**src/rtl/iir_coef_loader_if.sv**
```systemverilog
// Coefficient write bus between the control side and the loader.
// The control side drives write requests and the commit strobe; the loader
// answers with ready.
interface iir_coef_loader_if #(
    parameter int Width = 16
);
    logic             wr_valid;
    logic             wr_ready;
    logic [3:0]       wr_addr;
    logic [Width-1:0] wr_data;
    logic             commit;

    modport master (
        output wr_valid,
        output wr_addr,
        output wr_data,
        output commit,
        input  wr_ready
    );

    modport slave (
        input  wr_valid,
        input  wr_addr,
        input  wr_data,
        input  commit,
        output wr_ready
    );
endinterface

```
**src/rtl/iir_coef_loader.sv**
```systemverilog
// Coefficient staging and commit controller for the 16-bit IIR filter.
// Writes land in shadow registers; a commit copies them into the active
// a/b buses in one step and holds the filter in reset for Flush_Len cycles
// so its delay lines and pipeline never mix old and new coefficients.
module iir_coef_loader #(
    parameter int N_order   = 4,
    parameter int Width     = 16,
    parameter int Flush_Len = 8
) (
    input  logic                     i_clkp,
    input  logic                     i_rstp,
    iir_coef_loader_if.slave         wr_bus,
    output logic [Width*N_order-1:0] o_factor_a,
    output logic [Width*N_order-1:0] o_factor_b,
    output logic                     o_filter_rstn,
    output logic                     o_dirty,
    output logic                     o_busy,
    output logic                     o_err
);

    localparam int         IdxW     = $clog2(N_order);
    localparam int         CntW     = $clog2(Flush_Len) + 1;
    localparam logic [4:0] NumWords = 5'(2 * N_order);

    typedef enum logic [1:0] {
        IDLE,
        SWAP,
        FLUSH
    } state_t;

    state_t           state_q;
    state_t           state_d;
    logic             run_q;
    logic [CntW-1:0]  cnt_q;
    logic [Width-1:0] sa [N_order];
    logic [Width-1:0] sb [N_order];

    logic             wr_fire;
    logic             addr_ok;
    logic             wr_good;

    // run_q keeps ready low for the first cycle after reset release, since
    // the state register already reads IDLE while reset is held.
    assign wr_bus.wr_ready = run_q && (state_q == IDLE);
    assign wr_fire         = wr_bus.wr_valid && wr_bus.wr_ready;
    assign addr_ok         = ({1'b0, wr_bus.wr_addr} < NumWords);
    assign wr_good         = wr_fire && addr_ok;

    // Next-state decode: a commit only starts a swap when there is something
    // new to swap in, counting a good write arriving in the same cycle.
    always_comb begin
        state_d = state_q;
        case (state_q)
            IDLE: begin
                if (run_q && wr_bus.commit && (o_dirty || wr_good)) begin
                    state_d = SWAP;
                end
            end
            SWAP: begin
                state_d = FLUSH;
            end
            FLUSH: begin
                if (cnt_q == '0) begin
                    state_d = IDLE;
                end
            end
            default: begin
                state_d = IDLE;
            end
        endcase
    end

    // State, flush counter and the registered filter-reset/busy outputs,
    // which are decoded from the next state so they change on the commit edge.
    always_ff @(posedge i_clkp or posedge i_rstp) begin
        if (i_rstp) begin
            state_q       <= IDLE;
            run_q         <= 1'b0;
            cnt_q         <= '0;
            o_filter_rstn <= 1'b0;
            o_busy        <= 1'b0;
        end else begin
            state_q       <= state_d;
            run_q         <= 1'b1;
            o_filter_rstn <= (state_d == IDLE);
            o_busy        <= (state_d != IDLE);
            if (state_q == SWAP) begin
                cnt_q <= CntW'(Flush_Len - 2);
            end else if ((state_q == FLUSH) && (cnt_q != '0)) begin
                cnt_q <= cnt_q - 1'b1;
            end
        end
    end

    // Shadow registers; the address bit just above the index picks a or b.
    always_ff @(posedge i_clkp or posedge i_rstp) begin
        if (i_rstp) begin
            for (int i = 0; i < N_order; i++) begin
                sa[i] <= '0;
                sb[i] <= '0;
            end
        end else if (wr_good) begin
            if (wr_bus.wr_addr[IdxW]) begin
                sb[wr_bus.wr_addr[IdxW-1:0]] <= wr_bus.wr_data;
            end else begin
                sa[wr_bus.wr_addr[IdxW-1:0]] <= wr_bus.wr_data;
            end
        end
    end

    // Active coefficient copy and the dirty/error flags, all cleared or
    // refreshed together when leaving SWAP.
    always_ff @(posedge i_clkp or posedge i_rstp) begin
        if (i_rstp) begin
            o_factor_a <= '0;
            o_factor_b <= '0;
            o_dirty    <= 1'b0;
            o_err      <= 1'b0;
        end else if (state_q == SWAP) begin
            for (int i = 0; i < N_order; i++) begin
                o_factor_a[i*Width +: Width] <= sa[i];
                o_factor_b[i*Width +: Width] <= sb[i];
            end
            o_dirty <= 1'b0;
            o_err   <= 1'b0;
        end else begin
            if (wr_good) begin
                o_dirty <= 1'b1;
            end
            if (wr_fire && !addr_ok) begin
                o_err <= 1'b1;
            end
        end
    end

endmodule

```
**src/flat_wrapper.sv**
```systemverilog
// flat-port wrapper written by rule: the top's interface ports become plain ports
module iir_coef_loader_flat 
#(
    parameter int N_order   = 4,
    parameter int Width     = 16,
    parameter int Flush_Len = 8
)
  (i_clkp, i_rstp, o_factor_a, o_factor_b, o_filter_rstn, o_dirty, o_busy, o_err, wr_bus_wr_valid, wr_bus_wr_addr, wr_bus_wr_data, wr_bus_commit, wr_bus_wr_ready);
  iir_coef_loader_if #(.Width(Width)) wr_bus_i ();
  input  logic i_clkp;
  input  logic i_rstp;
  output logic [Width*N_order-1:0] o_factor_a;
  output logic [Width*N_order-1:0] o_factor_b;
  output logic o_filter_rstn;
  output logic o_dirty;
  output logic o_busy;
  output logic o_err;
  input wire logic [$bits(wr_bus_i.wr_valid)-1:0] wr_bus_wr_valid;
  input wire logic [$bits(wr_bus_i.wr_addr)-1:0] wr_bus_wr_addr;
  input wire logic [$bits(wr_bus_i.wr_data)-1:0] wr_bus_wr_data;
  input wire logic [$bits(wr_bus_i.commit)-1:0] wr_bus_commit;
  output wire logic [$bits(wr_bus_i.wr_ready)-1:0] wr_bus_wr_ready;
  assign wr_bus_i.wr_valid = wr_bus_wr_valid;
  assign wr_bus_i.wr_addr = wr_bus_wr_addr;
  assign wr_bus_i.wr_data = wr_bus_wr_data;
  assign wr_bus_i.commit = wr_bus_commit;
  assign wr_bus_wr_ready = wr_bus_i.wr_ready;
  iir_coef_loader #(.N_order(N_order), .Width(Width), .Flush_Len(Flush_Len)) u_core (.i_clkp(i_clkp), .i_rstp(i_rstp), .wr_bus(wr_bus_i), .o_factor_a(o_factor_a), .o_factor_b(o_factor_b), .o_filter_rstn(o_filter_rstn), .o_dirty(o_dirty), .o_busy(o_busy), .o_err(o_err));
endmodule
```
**config.mk**
```make
export PLATFORM = sky130hd
export DESIGN_NAME = iir_coef_loader_flat
export DESIGN_NICKNAME = d
export VERILOG_FILES = /design/src/rtl/iir_coef_loader_if.sv /design/src/rtl/iir_coef_loader.sv /design/src/flat_wrapper.sv
export SDC_FILE = /design/constraint.sdc
export NUM_CORES = 1
export LEC_CHECK = 0
export CAP_MARGIN = 20
export CORE_MARGIN = 4
export CORE_UTILIZATION = 48
export DETAILED_ROUTE_END_ITERATION = 8
export GPL_TIMING_DRIVEN = 1
export HOLD_SLACK_MARGIN = 0.08
export PLACE_DENSITY = 0.81
export SETUP_SLACK_MARGIN = 0.1
export SLEW_MARGIN = 5
export SYNTH_ARGS = -nofsm -noshare
export SYNTH_HDL_FRONTEND = slang
export SYNTH_SLANG_ARGS = --single-unit
```
**constraint.sdc**
```tcl
create_clock -name i_clkp -period 8.4 [get_ports i_clkp]
set_clock_uncertainty 0.1 [all_clocks]
set_input_delay 1.68 -clock i_clkp [delete_from_list [all_inputs] [get_ports i_clkp]]
set_output_delay 1.68 -clock i_clkp [all_outputs]
set_load 0.01 [all_outputs]
```
==> results of run 1 <==
cells in the final DEF, fill, tap and decap left out, types with 2 or more instances in the layout:
| cell type | instances |
|---|---|
| a21oi_1 | 2 |
| a31oi_1 | 2 |
| and4bb_1 | 2 |
| buf_4 | 5 |
| bufinv_16 | 3 |
| clkbuf_16 | 27 |
| clkbuf_8 | 8 |
| clkdlybuf4s50_1 | 156 |
| clkinv_2 | 9 |
| dfrtp_1 | 267 |
| inv_1 | 5 |
| mux2_2 | 117 |
| mux2_4 | 10 |
| nand2_1 | 388 |
| nand2b_1 | 2 |
| nand3_1 | 2 |
| nand4_4 | 2 |
| nand4b_4 | 4 |
| nor2_1 | 3 |
| nor2b_1 | 4 |
| nor3b_1 | 2 |
| o21ai_0 | 2 |
kinds of logic (layout without fill, tap and decap cells):
| logic type | count (synthesis) | in the layout |
|---|---|---|
| and+or+nand+nor | 417 | 417 |
| buffers and inverters | 48 | 217 |
| muxes | 128 | 128 |
| DFF | 267 | 267 |
| adders and majority gates | 1 | 1 |
| AOI/OAI and AO/OA | 12 | 12 |
| other | 1 | 2 |
routing by layer:
metal | part of all wire, % | vias up | GRT usage, %
met4 | 2.6 | 2 | 5.93
met3 | 5.7 | 41 | 3.69
met2 | 50 | 167 | 35.0
met1 | 42 | 3406 | 27.2
met5 | 0.033 | - | 0
li1 | - | 3112 | -
registers in the layout (all words and copies together), names as in the netlist:
register	flops
u_core.o_filter_rstn	1
u_core.o_busy	1
u_core.sa	64
u_core.o_err	1
u_core.cnt_q	4
u_core.o_factor_b	64
u_core.o_dirty	1
u_core.state_q	2
u_core.sb	64
u_core.run_q	1
u_core.o_factor_a	64
cell type report:
| type | count | area [um^2] |
|---|---|---|
| well taps | 275 | 344 |
| repair buffers | 162 | 1620 |
| multi-input cells | 559 | 3340 |
| clock inverters | 13 | 144 |
| clock buffers | 36 | 790 |
| fillers | 1629 | 8080 |
| inverters | 6 | 26.3 |
| diodes | 1 | 2.50 |
| flip-flops and latches | 267 | 6680 |
final timing paths:
check	start	to	slack (ns)
hold / removal	u_core.sb[37]	u_core.o_factor_b[21]	0.36
hold reg to reg	u_core.sb[37]	u_core.o_factor_b[21]	0.36
min in group asynchronous	i_rstp	u_core.sb[21]	1.64
setup / recovery	u_core.state_q[0]	wr_bus_wr_ready	4.42
max in group asynchronous	i_rstp	u_core.sa[34]	5.17
setup reg to reg	u_core.state_q[0]	u_core.sb[56]	5.49
where the power goes:
| group | switching [mW] | internal (mW) |
|---|---|---|
| Combinational | 0.648 | 0.821 |
| Sequential | 0.293 | 1.79 |
| Clock | 0.489 | 0.749 |
| Total | 1.43 | 3.36 |
critical path, stage by stage, from the launching register on:
cell and delay, ns:
dfrtp_1 0.54, nor3b_1 0.49, clkdlybuf4s50_1 0.65
==> impl_metrics.env, run 1 <==
export IMPL_clock_path_buffers=3
export IMPL_maxCapViolations=0
export IMPL_setup_ws_ns=4.42
export IMPL_gp_congestion=0.716
export IMPL_drcViolationCount=0
export IMPL_post_cts_resized=0
export IMPL_synth_xor_area_share_pct=0
export IMPL_start_util_pct=48.7
export IMPL_drt_pre_antenna_iters=4
export IMPL_drtIter0Drc=279
export IMPL_synth_common_cells="388 x nand2_1, 267 x dfrtp_1, 117 x mux2_2"
export IMPL_core_um2=21000
export IMPL_synthArstFlopShare_pct=100
export IMPL_post_synth_fa_ha_maj_area_fraction_pct=0.122
export IMPL_synth_edf_count=0
export IMPL_placementRows=53
export IMPL_fin_crit_ns=3.98
export IMPL_finalPower_mw=4.79
export IMPL_dpl_cell_area_um2=12000
export IMPL_die_h_um=154
export IMPL_power_density_nw_per_um2=370
export IMPL_fin_setup_tns_ns=0
export IMPL_synth_area_top_cells="dfrtp_1 65%, nand2_1 14%, mux2_2 13%"
export IMPL_grt_overflow_total=0
export IMPL_cts_root_buf="clkbuf_16"
export IMPL_grt_usage_pct=20.5
export IMPL_status="finished clean"
export IMPL_synth_area_um2=10200
export IMPL_dp_hpwl_um=14800
export IMPL_path_max_fanout=13
export IMPL_ir_drop_mv=0.180
export IMPL_synthMuxAreaShare_pct=14.5
export IMPL_synth_top_family_by_area="simple AND/OR/NAND/NOR gates"
export IMPL_drive_gt1_share_pct=18.5
export IMPL_yosys_area_top_type_share_pct=65.3
export IMPL_required_ns=6.62
export IMPL_grt_pass1_vias=6971
export IMPL_critPathLaunchType="flip-flop"
export IMPL_post_route_period_util_pct=47.4
export IMPL_rsz0062_at_grt="no"
export IMPL_viasPerCell=5.10
export IMPL_hold_buffers=0
export IMPL_syn_area_per_cell_um2=11.7
export IMPL_vias=6728
export IMPL_numClockSinks=267
export IMPL_dpl_cell_count=1269
export IMPL_max_freq_ghz=0.251
export IMPL_yosysTopAreaCell="dfrtp_1"
export IMPL_pre_cts_ws_ns=3.94
export IMPL_worstMarginPinSlew_ns=1.08
export IMPL_ys_flop_type="dfrtp_1"
export IMPL_drv_slew=0
export IMPL_hold_depth=2
export IMPL_fin_hold_ws_ns=0.359
export IMPL_instances_no_fill=1319
export IMPL_synth_nets=899
export IMPL_ys_seq_elements=267
export IMPL_drtAntennaViolNets=0
export IMPL_reg2regPathDepth=3
export IMPL_ys_seq_area_share_pct=65.3
export IMPL_grt_pass1_wl_um=38700
export IMPL_portBuffers=156
export IMPL_leakagePower_nw=6.58
export IMPL_routed_wirelength_um=24300
export IMPL_grt_max_degree=140
export IMPL_path_clk_slew_ns=0.06
export IMPL_die_x_um=154
export IMPL_relSlewSlack_pct=27.8
export IMPL_cp_arrival_ns=2.20
export IMPL_hp_class="flip-flop to flip-flop"
export IMPL_die_area_um2=23700
export IMPL_worstSetupPathType="flip-flop to output pin"
export IMPL_htree_levels=1
export IMPL_syn_to_final_growth_pct=26.5
export IMPL_yosys_area_share_simple_pct=17.1
export IMPL_design_area_um2=12900
export IMPL_post_cts_buffers=0
export IMPL_yosysMostFrequentCell="nand2_1"
export IMPL_cts_buffers=27
export IMPL_endpoint_kind="output pin"
export IMPL_ios=157
export IMPL_setup_viol=0
export IMPL_yosys_warnings=0
export IMPL_antenna_found_initial=2
export IMPL_wl_per_cell_um=18.5
export IMPL_hold_violations=0
export IMPL_final_nets=1048
export IMPL_synth_cell_types=34
export IMPL_worstSkewPairLatency_ns=0.52
export IMPL_fin_util_pct=61.6
export IMPL_synthCells=874
export IMPL_synth_compound_area_share_pct=0.807
export IMPL_cts_tree="done"
No activity file was read; power rests on OpenSTA's default activity.
==> run 2, diff against run 1 <==
clock period = 3.6 ns   (was 8.4 ns; I/O delays follow)
==> impl_metrics.env, run 2 (synthesis gave the netlist of run 1 again) <==
export IMPL_status="finished clean"
export IMPL_setup_ws_ns=0.655
export IMPL_min_from="u_core.sa[58]"
export IMPL_hold_buffers=0
export IMPL_drv_slew=0
export IMPL_critPathLaunchType="flip-flop"
export IMPL_layout_commonest_cell="nand2_1"
export IMPL_path_max_fanout=13
export IMPL_endpoint_kind="output pin"
export IMPL_required_ns=2.78
export IMPL_drive_gt1_share_pct=17.7
export IMPL_worstReg2RegEnd="u_core.sb[55]"
export IMPL_antenna_found_initial=2
export IMPL_cts_buffers=26
export IMPL_relSlewSlack_pct=36.2
export IMPL_wl_per_cell_um=18.2
export IMPL_fin_setup_tns_ns=0
export IMPL_viasPerCell=5.08
export IMPL_dpl_cell_area_um2=12100
export IMPL_setup_viol=0
export IMPL_seq_area_um2=6680
export IMPL_max_freq_ghz=0.340
export IMPL_worstSetupPathType="flip-flop to output pin"
export IMPL_hold_depth=2
export IMPL_die_area_um2=23700
export IMPL_cp_arrival_ns=2.13
export IMPL_drt_pre_antenna_iters=4
export IMPL_clock_path_buffers=3
export IMPL_ios=157
export IMPL_grt_usage_pct=20.6
export IMPL_finalPower_mw=10.9
export IMPL_holdPathEnd="u_core.o_factor_a[10]"
export IMPL_p_int_mw=7.60
export IMPL_worstSkewPairLatency_ns=0.52
export IMPL_start_util_pct=48.7
export IMPL_die_x_um=154
export IMPL_switching_share_pct=30.1
export IMPL_maxCapViolations=0
export IMPL_post_route_period_util_pct=81.8
export IMPL_routed_wirelength_um=24000
export IMPL_post_cts_resized=0
export IMPL_multi_input_area_um2=3340
export IMPL_core_um2=21000
export IMPL_reg2regPathDepth=5
export IMPL_worstMarginPinSlew_ns=0.958
export IMPL_post_cts_buffers=0
export IMPL_drcViolationCount=0
export IMPL_placementRows=53
export IMPL_r2r_slack_ns=1.35
export IMPL_grt_pass1_wl_um=38700
export IMPL_numClockSinks=267
export IMPL_fin_util_pct=61.3
export IMPL_pre_cts_ws_ns=0.759
export IMPL_cts_root_buf="clkbuf_16"
export IMPL_die_h_um=154
export IMPL_htree_levels=1
export IMPL_leakagePower_nw=6.53
export IMPL_fin_crit_ns=2.95
export IMPL_power_switching_mw=3.27
export IMPL_cts_tree="done"
export IMPL_p_clk_share_pct=23.8
export IMPL_gp_congestion=0.747
export IMPL_dp_hpwl_um=14900
export IMPL_path_clk_slew_ns=0.06
export IMPL_seqPwrFrac_pct=44.8
export IMPL_grt_max_degree=129
export IMPL_grt_overflow_total=0
export IMPL_syn_to_final_growth_pct=25.9
export IMPL_grt_pass1_vias=7130
export IMPL_vias=6701
export IMPL_design_area_um2=12900
export IMPL_rsz0062_at_grt="no"
export IMPL_hold_violations=0
export IMPL_fillCellCount=1659
export IMPL_hp_class="flip-flop to flip-flop"
export IMPL_drtIter0Drc=299
export IMPL_final_cell_mix="388 x nand2_1, 267 x dfrtp_1, 156 x clkdlybuf4s50_1, 117 x mux2_2, 26 x clkbuf_16"
export IMPL_pwr_share_comb_pct=31.5
export IMPL_drtAntennaViolNets=0
export IMPL_reg2reg_from="u_core.state_q[1]"
export IMPL_ir_drop_mv=0.464
export IMPL_final_nets=1050
export IMPL_power_density_nw_per_um2=844
export IMPL_portBuffers=156
-- run 2: changes by cell type in the layout (fill, tap and decap cells not counted), moves of 2 or more --
cell       previous run  this run
buf_12                1         3
bufinv_16             3         1
clkinv_2              9         3
clkbuf_1              1         9
clkbuf_8              8         5
-- run 2: power groups by stage --
stage          logic, mW  clock network [mW]  registers, mW
2_1_floorplan       1.22                   0           5.10
3_3_place_gp        3.36                   0           4.86
3_5_place_dp        3.46                   0           4.89
4_1_cts             3.48                2.65           4.87
5_1_grt             3.73                2.76           5.01
6_report            3.42                2.58           4.87
-- run 2: worst max-delay path, stage by stage, from the launching register on --
cell and delay, ns:
dfrtp_1 0.52, nor3b_1 0.46, clkdlybuf4s50_1 0.63
-- run 2: routing by layer --
layer	wire length, um	global-route usage, %	vias up
li1	-	-	3116
met3	1100	3.21	41
met1	10200	26.9	3386
met2	12100	35.8	156
met5	13	0	-
met4	563	5.97	2
-- run 2: through the flow --
stage                     instances  hold WS, ns
after floorplan                 874        0.333
after global placement         1272        0.342
after detailed placement       1272        0.349
after CTS                      1317        0.356
after global routing           1318        0.379
final                          1319        0.357
-- run 2: layout make-up --
type	count	share of cell area [%]
tap	275	2.67
multi-input combinational	559	25.9
antenna	2	0.0389
inverter	6	0.204
clock buffer	40	5.85
sequential	267	51.9
clock inverter	5	0.476
timing repair buffer	165	12.9
-- run 2: how the worst max path moves through the flow --
stage / start / to / slack [ns] / depth (start not counted)
floorplan: i_rstp / u_core.cnt_q[0] / -0.75 / 1
global placement: wr_bus_wr_valid / u_core.sb[51] / 0.75 / 6
detailed placement: wr_bus_wr_valid / u_core.sb[55] / 0.76 / 6
CTS: u_core.state_q[0] / wr_bus_wr_ready / 0.62 / 2
global route: u_core.state_q[0] / wr_bus_wr_ready / 0.54 / 2
finish: u_core.state_q[0] / wr_bus_wr_ready / 0.65 / 2
